**config.mk**
```make
export PLATFORM = sky130hd
export DESIGN_NAME = pipe_height_gen
export DESIGN_NICKNAME = d
export VERILOG_FILES = /design/src/rtl/pipe_height_gen.sv
export SDC_FILE = /design/constraint.sdc
export NUM_CORES = 1
export LEC_CHECK = 0
export ABC_AREA = 1
export CORE_MARGIN = 10
export CORE_UTILIZATION = 40
export DETAILED_ROUTE_END_ITERATION = 10
export MAX_ROUTING_LAYER = met4
export PLACE_DENSITY = 0.65
export SYNTH_ARGS = -nofsm -noshare
export SYNTH_HDL_FRONTEND = slang
export SYNTH_SLANG_ARGS = --single-unit
```
**constraint.sdc**
```tcl
create_clock -name clk -period 12.12 [get_ports clk]
set_clock_uncertainty 0.15 [all_clocks]
set_input_delay 3.03 -clock clk [delete_from_list [all_inputs] [get_ports clk]]
set_output_delay 3.03 -clock clk [all_outputs]
set_load 0.01 [all_outputs]
```
**src/rtl/pipe_height_gen.sv**
```systemverilog
// Gap-height generator for the Flappy pipes: each channel gets a new height from a 16-bit Galois LFSR
// whenever its pipe reaches position 0. Define PIPE_HEIGHT_SMOOTH_EN to limit the jump between heights.
module pipe_height_gen #(
    parameter int NUM_PIPES  = 2,
    parameter int HEIGHT_W   = 16,
    parameter int POS_W      = 16,
    parameter int MIN_GAP_Y  = 40,
    parameter int STEP       = 20,
    parameter int LEVELS     = 7,
    parameter int SEQ_LEN    = 50,
    parameter int END_HEIGHT = 395,
    parameter int WRAP       = 0,
    parameter int MAX_DELTA  = 60
) (
    input  logic                          clk,
    input  logic                          Reset,
    input  logic                          tick,
    input  logic                          Button,
    input  logic [NUM_PIPES*POS_W-1:0]    pipe_pos,
    output logic [NUM_PIPES*HEIGHT_W-1:0] pipe_height,
    output logic                          started,
    output logic                          done,
    output logic [1:0]                    state_dbg
);

    typedef enum logic [1:0] {
        S_IDLE = 2'd0,
        S_RUN  = 2'd1,
        S_DONE = 2'd2
    } state_t;

    localparam int                  CNT_W      = $clog2(SEQ_LEN + 1);
    localparam logic [HEIGHT_W-1:0] MIN_H      = HEIGHT_W'(MIN_GAP_Y);
    localparam logic [HEIGHT_W-1:0] MAX_H      = HEIGHT_W'(MIN_GAP_Y + STEP * (LEVELS - 1));
    localparam logic [HEIGHT_W-1:0] RST_H      = HEIGHT_W'(MIN_GAP_Y + STEP * ((LEVELS - 1) / 2));
    localparam logic [HEIGHT_W-1:0] END_H      = HEIGHT_W'(END_HEIGHT);
    localparam logic [HEIGHT_W-1:0] STEP_H     = HEIGHT_W'(STEP);
    localparam logic [HEIGHT_W:0]   DELTA_X    = (HEIGHT_W + 1)'(MAX_DELTA);
    localparam logic [CNT_W-1:0]    CNT_LAST   = CNT_W'(SEQ_LEN - 1);
    localparam logic [CNT_W-1:0]    CNT_END    = CNT_W'(SEQ_LEN);
    localparam logic [15:0]         LFSR_SEED  = 16'hACE1;
    localparam logic [15:0]         LFSR_TAPS  = 16'hB400;
`ifdef PIPE_HEIGHT_SMOOTH_EN
    localparam bit                  SMOOTH_EN  = 1'b1;
`else
    localparam bit                  SMOOTH_EN  = 1'b0;
`endif

    state_t                r_state;
    state_t                w_state_next;
    logic [15:0]           r_lfsr;
    logic [15:0]           w_lfsr_next;
    logic [HEIGHT_W-1:0]   r_height      [NUM_PIPES];
    logic [HEIGHT_W-1:0]   w_height_next [NUM_PIPES];
    logic [CNT_W-1:0]      r_cnt         [NUM_PIPES];
    logic [CNT_W-1:0]      w_cnt_next    [NUM_PIPES];
    logic [HEIGHT_W-1:0]   w_rand        [NUM_PIPES];
    logic [HEIGHT_W-1:0]   w_new         [NUM_PIPES];
    logic [NUM_PIPES-1:0]  r_prev_zero;
    logic [NUM_PIPES-1:0]  w_prev_zero_next;
    logic [NUM_PIPES-1:0]  r_fin;
    logic [NUM_PIPES-1:0]  w_fin_next;
    logic [NUM_PIPES-1:0]  w_zero;
    logic [NUM_PIPES-1:0]  w_arrival;
    logic                  r_started;
    logic                  w_started_next;
    logic                  r_done;
    logic                  w_done_next;

    function automatic logic [15:0] lfsr_step(input logic [15:0] v);
        return (v >> 1) ^ (v[0] ? LFSR_TAPS : 16'h0000);
    endfunction

    // Each channel reads its own rotation of the shared LFSR so simultaneous arrivals differ.
    function automatic logic [HEIGHT_W-1:0] level_height(input logic [15:0] v, input int k);
        logic [7:0] b;
        logic [7:0] lvl;
        b   = 8'({v, v} >> (4 * k));
        lvl = 8'({24'd0, b} % 32'(LEVELS));
        return MIN_H + STEP_H * HEIGHT_W'(lvl);
    endfunction

    // One extra bit keeps prev+MAX_DELTA from wrapping before the clamp.
    function automatic logic [HEIGHT_W-1:0] smooth(input logic [HEIGHT_W-1:0] rnd,
                                                   input logic [HEIGHT_W-1:0] prev);
        logic [HEIGHT_W:0] v;
        logic [HEIGHT_W:0] hi;
        logic [HEIGHT_W:0] lo;
        v  = {1'b0, rnd};
        hi = {1'b0, prev} + DELTA_X;
        lo = ({1'b0, prev} > DELTA_X) ? ({1'b0, prev} - DELTA_X) : '0;
        if (v > hi) v = hi;
        if (v < lo) v = lo;
        if (v > {1'b0, MAX_H}) v = {1'b0, MAX_H};
        if (v < {1'b0, MIN_H}) v = {1'b0, MIN_H};
        return v[HEIGHT_W-1:0];
    endfunction

    for (genvar k = 0; k < NUM_PIPES; k++) begin : g_ch
        assign w_zero[k]    = (pipe_pos[k*POS_W +: POS_W] == '0);
        assign w_arrival[k] = tick & w_zero[k] & ~r_prev_zero[k];
        assign w_rand[k]    = level_height(r_lfsr, k);
        assign w_new[k]     = SMOOTH_EN ? smooth(w_rand[k], r_height[k]) : w_rand[k];
        assign pipe_height[k*HEIGHT_W +: HEIGHT_W] = r_height[k];
    end

    always_comb begin
        w_state_next     = r_state;
        w_lfsr_next      = r_lfsr;
        w_started_next   = r_started;
        w_done_next      = r_done;
        w_fin_next       = r_fin;
        w_prev_zero_next = r_prev_zero;
        for (int k = 0; k < NUM_PIPES; k++) begin
            w_height_next[k] = r_height[k];
            w_cnt_next[k]    = r_cnt[k];
        end

        if (tick) begin
            w_prev_zero_next = w_zero;
        end

        case (r_state)
            S_IDLE: begin
                if (tick) begin
                    w_lfsr_next = lfsr_step(r_lfsr);
                    if (!Button) begin
                        w_state_next   = S_RUN;
                        w_started_next = 1'b1;
                    end
                end
            end
            S_RUN: begin
                if (|w_arrival) begin
                    w_lfsr_next = lfsr_step(r_lfsr);
                end
                for (int k = 0; k < NUM_PIPES; k++) begin
                    if (w_arrival[k] && !r_fin[k]) begin
                        if (r_cnt[k] == CNT_LAST) begin
                            if (WRAP == 0) begin
                                w_height_next[k] = END_H;
                                w_fin_next[k]    = 1'b1;
                                w_cnt_next[k]    = CNT_END;
                            end else begin
                                w_height_next[k] = w_new[k];
                                w_cnt_next[k]    = '0;
                            end
                        end else begin
                            w_height_next[k] = w_new[k];
                            w_cnt_next[k]    = r_cnt[k] + CNT_W'(1);
                        end
                    end
                end
                if (&w_fin_next) begin
                    w_state_next = S_DONE;
                    w_done_next  = 1'b1;
                end
            end
            S_DONE: begin
            end
            default: begin
                w_state_next = S_IDLE;
            end
        endcase
    end

    always_ff @(posedge clk) begin
        if (Reset) begin
            r_state     <= S_IDLE;
            r_lfsr      <= LFSR_SEED;
            r_started   <= 1'b0;
            r_done      <= 1'b0;
            r_fin       <= '0;
            r_prev_zero <= '1;
            for (int k = 0; k < NUM_PIPES; k++) begin
                r_height[k] <= RST_H;
                r_cnt[k]    <= '0;
            end
        end else begin
            r_state     <= w_state_next;
            r_lfsr      <= w_lfsr_next;
            r_started   <= w_started_next;
            r_done      <= w_done_next;
            r_fin       <= w_fin_next;
            r_prev_zero <= w_prev_zero_next;
            for (int k = 0; k < NUM_PIPES; k++) begin
                r_height[k] <= w_height_next[k];
                r_cnt[k]    <= w_cnt_next[k];
            end
        end
    end

    assign started   = r_started;
    assign done      = r_done;
    assign state_dbg = r_state;

endmodule

```
==> results of run 1 <==
## cell usage after synthesis (3+ instances only)
cell type,count
a21oi_1,56
xnor2_1,5
o21ai_2,5
buf_4,10
nand3_2,21
xor2_1,27
nand3_1,69
clkbuf_1,8
o21ai_0,35
nor2_2,20
nand3b_1,4
nand3_4,6
nor3b_1,3
buf_6,3
a31oi_1,3
nand2_1,183
o211ai_1,6
o21bai_1,5
nand2_4,12
nor3_1,20
inv_1,130
nand2_2,33
dfxtp_1,62
nor4_1,6
nor2_4,4
or4_1,3
nand4_1,25
inv_2,14
nor2_1,72
ha_1,38
o21ai_1,9
## flip-flops by register name, indices dropped and copies added (netlist names)
name	cells
started	1
state_dbg	2
r_prev_zero	2
done	1
r_height	26
r_cnt	12
r_fin	2
r_lfsr	16
## worst max-delay path by stage
stage / start / end / slack [ps]
6_report: r_lfsr[6] / r_height[0][28] / 4710
5_1_grt: r_lfsr[6] / r_height[0][28] / 3960
4_1_cts: r_lfsr[6] / r_height[0][28] / 4640
3_5_place_dp: r_lfsr[6] / r_height[0][28] / 4690
3_3_place_gp: r_lfsr[6] / r_height[0][28] / 4720
2_1_floorplan: r_lfsr[5] / r_height[0][28] / 5700
## tightest hold or removal path, cell delays in order (launching register included)
cell     delay [ps]
dfxtp_1         310
nand2_1          60
nor2_1           30
## metrics by stage
stage | cell area, um^2 | std cells | util [%] | hold WS, ps
after floorplan | 6180 | 934 | - | 280
after global placement | 6940 | 1167 | 45.8 | 277
after detailed placement | 6940 | 1167 | 45.8 | 278
after CTS | 7230 | 1183 | 47.8 | 288
after global routing | 7230 | 1183 | 47.8 | 300
final | 7230 | 1183 | 47.8 | 287
## metal layers
layer  vias to the layer above  GRT usage, %  routed length (um)
li1                       3162             -                   -
met1                      2597          16.9                6730
met2                        57          24.5                6990
met3                        15          2.26                 393
met4                         0          3.62                 146
met5                         -             -                   0
## logic make-up (layout without fill, tap and decap cells)
logic type               count (synthesis)  in the layout  synth area share [%]
buffers and inverters                  170            231                  11.5
flip-flops                              62             62                  20.1
other                                    1              4                0.0607
adder cells (fa/ha/maj)                 40             40                  8.35
XOR/XNOR                                34             34                  5.07
AND/OR/NAND/NOR                        493            493                  42.4
AO/OA/AOI/OAI                          131            131                  12.5
## final cells by class
| type | instances | area share [%] |
|---|---|---|
| Inverter | 147 | 7.70 |
| Clock buffer | 10 | 3.16 |
| Multi-Input combinational cell | 702 | 58.5 |
| Timing Repair Buffer | 68 | 9.37 |
| Tap cell | 188 | 3.25 |
| Sequential cell | 62 | 17.2 |
| Clock inverter | 6 | 0.847 |
## placed cells by master, fill, tap and decap left out, drive strengths merged
cell type      instances
nand2                228
inv                  146
nor2                  97
nand3                 96
clkdlybuf4s50         67
dfxtp                 62
a21oi                 60
o21ai                 50
ha                    38
xor2                  29
nand4                 28
nor3                  20
clkbuf                10
o211ai                 6
nor4                   6
clkinv                 5
xnor2                  5
o21bai                 5
nand3b                 4
conb                   4
or2                    4
a31oi                  3
or4                    3
nor3b                  3
a211oi                 2
and3                   2
a221oi                 2
nor4b                  2
o221ai                 2
fa                     2
a21o                   1
clkinvlp               1
bufinv                 1
buf                    1
==> reports/qor.csv, run 1 <==
metric,value,unit
status,finished clean,
cts hold-fix bufs,0,
footprint of the multi-input gates,4230,um^2
critical path type,flop to flop,
Synthesis Warnings,0,
number of buffers and inverters on the critical path,6,
routability congestion estimate,0.823,
CP max-delay cell,dfxtp_1,
Fillers,1551,
minimum clock period,7410,ps
synth top area cells,"dfxtp_1 (20%), nand2_1 (11%), inv_1 (7.9%)",
Cells after Synth,931,
Layout area overhead,17.2,%
Sink Count,62,
Top Family by Delay on Critical Path,simple AND/OR/NAND/NOR gates,
CP peak stage delay,540,ps
R2R setup slack,4710,ps
MaxCap Viol Count,0,
input/output buffers,67,
Setup WS pre-CTS,4690,ps
# diodes,0,
Crit Reg-Reg Startpoint,r_lfsr[6],
H-tree Lvls,3,
Skew-Pair Late Insertion Delay,340,ps
cell depth of the worst flop-to-flop path,46,
width of the die,144,um
final hold vios,0,
drt initial violations,272,
DIE HEIGHT,144,um
unrepaired setup endpoints after global routing,no,
largest net degree at the start of global routing,39,
antenna violations before repair,0,
slew margin rel.,40.3,%
total track usage,14.2,%
vias per inst,4.93,
Setup Buffers After CTS,0,
Yosys reg bits,62,
clock root cell,clkbuf_16,
synth unique cells,52,
CTS Buf Count,9,
HP Start,r_height[0][13],
register area share after synthesis,20.1,%
maximum clock frequency,135,MHz
CTS tree,done,
drt pass-1 iters,4,
TNS Setup,0,ps
die area,20800,um^2
Worst R2R End,r_height[0][28],
worst slew pin tran,893,ps
Hold Path End,r_height[0][13],
post-route setup slack,4710,ps
WP depth,46,
Worst Hold Depth,2,
vias in the first global route,5478,
clock-pin slew on the worst setup and hold paths,60,ps
min-delay worst type,flop to flop,
number of flops mapped to enable cells by yosys,0,
Yosys top cell by area,dfxtp_1,
worst path arrival time,7530,ps
Async SR Flop Fraction,0,%
starting density of the core,40.8,%
share of the synthesized area in the top cell type,20.1,%
number of cell rows,45,
Worst setup SP type,flop,
required time of the critical path,12240,ps
drt total wl,14.3,mm
routed len/inst,12.1,um
share of layout cells above drive strength 1,14.8,%
DR vias,5831,
final setup vio count,0,
total grt overflow,0,
Routed Antenna Nets,0,
core area,15100,um^2
Worst Path Max Fanout,10,
I/O pins,72,
CTS max path bufs,2,
Resize count post-CTS,0,
Syn Area/Cell,6.63,um^2
Pins Over Slew Limit,0,
global-route wire length before repair,24.5,mm
drt drc,0,
critical path capture point type,flop,
hpwl dp,11.6,mm
synthesized area,6170,um^2
Tcrit/Tclk final,61.1,%
Total Nets Final,1066,
Reg area,1240,um^2
Main synth FF type,dfxtp_1,
Power of run 1 is not shown: default switching activity piles up to over one toggle a cycle in this logic, so the estimate is an artifact.
==> run 2, diff against run 1 <==
Settings changed: PLACE_DENSITY 0.65 to 0.68.
Clock period 12.12 ns to 6.44 ns, I/O delays scaled along.
==> reports/qor.csv, run 2 (synthesis gave the netlist of run 1 again) <==
metric,value,unit,change
# diodes,0,,unchanged
die area,20800,um^2,unchanged
required time of the critical path,6550,ps,-5690 ps
Routed Antenna Nets,0,,unchanged
H-tree Lvls,3,,unchanged
starting density of the core,40.8,%,unchanged
width of the die,144,um,unchanged
cts hold-fix bufs,0,,unchanged
total grt overflow,0,,unchanged
slew margin rel.,41.2,%,+0.88 points
worst setup path start,r_lfsr[6],,
DR vias,6450,,+11%
drt total wl,16.7,mm,+17%
drt pass-1 iters,6,,+2
CTS tree,done,,
drt drc,0,,unchanged
number of cell rows,45,,unchanged
minimum clock period,6320,ps,-1080 ps
input/output buffers,67,,unchanged
global-route wire length before repair,25.2,mm,+2.8%
worst slew pin tran,880,ps,-13.2 ps
final setup vio count,0,,unchanged
CTS Buf Count,9,,unchanged
Layout area overhead,43.6,%,
I/O pins,72,,unchanged
CP endpoint,r_height[0][28],,
vias in the first global route,5851,,+6.8%
DIE HEIGHT,144,um,unchanged
Pins Over Slew Limit,0,,unchanged
cell depth of the worst flop-to-flop path,47,,+2.2%
critical path capture point type,flop,,
routed len/inst,13.0,um,+7.9%
Worst Path Max Fanout,6,,-4
worst path arrival time,6430,ps,-1100 ps
clock root cell,clkbuf_16,,
MaxCap Viol Count,0,,unchanged
Total Nets Final,1166,,+9.4%
CP max-delay cell,dfxtp_4,,
Crit Reg-Reg Startpoint,r_lfsr[6],,
Layout Utilization,58.5,%,+11 points
critical path type,flop to flop,,
Skew-Pair Late Insertion Delay,330,ps,about the same
final hold vios,0,,unchanged
total track usage,14.5,%,+0.26 points
Tcrit/Tclk final,98.2,%,+37 points
hpwl dp,12.0,mm,+3.3%
register name with the most flops,r_height,,
clock-pin slew on the worst setup and hold paths,50,ps,about the same
CTS max path bufs,2,,unchanged
"commonest non-fill, non-tap cell in the layout",nand2_1,,
Largest regs,"r_height: 26 flops, r_lfsr: 16 flops, r_cnt: 12 flops",,
unrepaired setup endpoints after global routing,yes,,
Worst setup SP type,flop,,
status,finished clean,,
vias per inst,5.03,,+2.0%
# placed instances,1223,,+4.8%
Sink Count,62,,unchanged
Worst R2R End,r_height[0][28],,
max FFs per register,26,,unchanged
routability congestion estimate,0.862,,+4.7%
drt initial violations,292,,+7.4%
antenna violations before repair,0,,unchanged
"non-filler cells, final",1283,,+8.5%
core area,15100,um^2,unchanged
CP peak stage delay,350,ps,-190 ps
min-delay worst type,flop to flop,,
R2R setup slack,120,ps,-4600 ps
largest net degree at the start of global routing,40,,+2.6%
maximum clock frequency,158,MHz,+17%
share of layout cells above drive strength 1,34.0,%,+19 points
most frequent cells in the layout,"nand2_1 (152), inv_1 (118), buf_4 (92)",,
==> run 2: cell types whose count changed in the layout (fill, tap and decap cells not counted), moves of 10 or more <==
cell / change
inv_2: +10
nand3_1: -11
ha_4: +17
nor2_1: -12
buf_4: +91
ha_1: -20
xor2_1: -12
nand2_4: +10
inv_1: -12
nand2_1: -31
nand3_4: +11
xor2_2: +12
nand2_2: +21
nor2_4: +16
==> run 2: through the flow <==
step	setup TNS, ps	hold slack (ps)	setup slack (ps)	cell area [um^2]
after floorplan	0	280	16.4	6180
after global placement	-602	277	-219	7360
after detailed placement	-1030	279	-334	7360
after CTS	0	288	37.7	7740
after global routing	-2020	317	-314	8860
final	0	285	119	8860
==> run 2: worst min path at each step <==
| stage | endpoint | start | cells after the start |
|---|---|---|---|
| after floorplan | r_lfsr[11] | r_lfsr[12] | 2 |
| after global placement | r_height[0][29] | r_height[0][29] | 2 |
| after detailed placement | r_height[0][29] | r_height[0][29] | 2 |
| after CTS | r_height[0][29] | r_height[0][29] | 2 |
| after global routing | r_height[0][29] | r_height[0][29] | 2 |
| final | r_height[0][29] | r_height[0][29] | 2 |
==> run 2: cell type report <==
class / instances / area (um^2)
Sequential cell: 62 / 1250
Inverter: 147 / 563
Tap cell: 188 / 235
Fill cell: 1296 / 6280
Multi-Input combinational cell: 702 / 5030
Clock inverter: 5 / 57.6
Clock buffer: 11 / 253
Timing Repair Buffer: 168 / 1480
==> run 2: worst max-delay path, delay by kind of cell, from the launching register on <==
kind / cells / cell delay (ps)
fa+ha+maj: 6 / 1220
simple gates: 27 / 2910
compound gates: 4 / 470
xor+xnor: 2 / 490
buf+inv: 8 / 650
flops: 1 / 350
==> run 2: repair_timing <==
item | 4_1_cts | 5_1_grt
buffers inserted | 3 | 41
endpoints found under the setup margin | 5 | 12
endpoints found under the hold margin | 0 | 0
gates resized for setup | 12 | 176
pin swaps | 6 | 110
==> run 2: per-layer routing <==
layer  routed length [um]  vias to the layer above  share of wire (%)  global-route usage [%]
li1                     -                     3358                  -                       -
met1                 6940                     3000                 42                    16.4
met2                 9160                       74                 55                    26.4
met3                  420                       18                2.5                    1.90
met4                  163                        0               0.98                    3.35
met5                    0                        -                  0                       -
Power of run 2 is left out for the same reason.
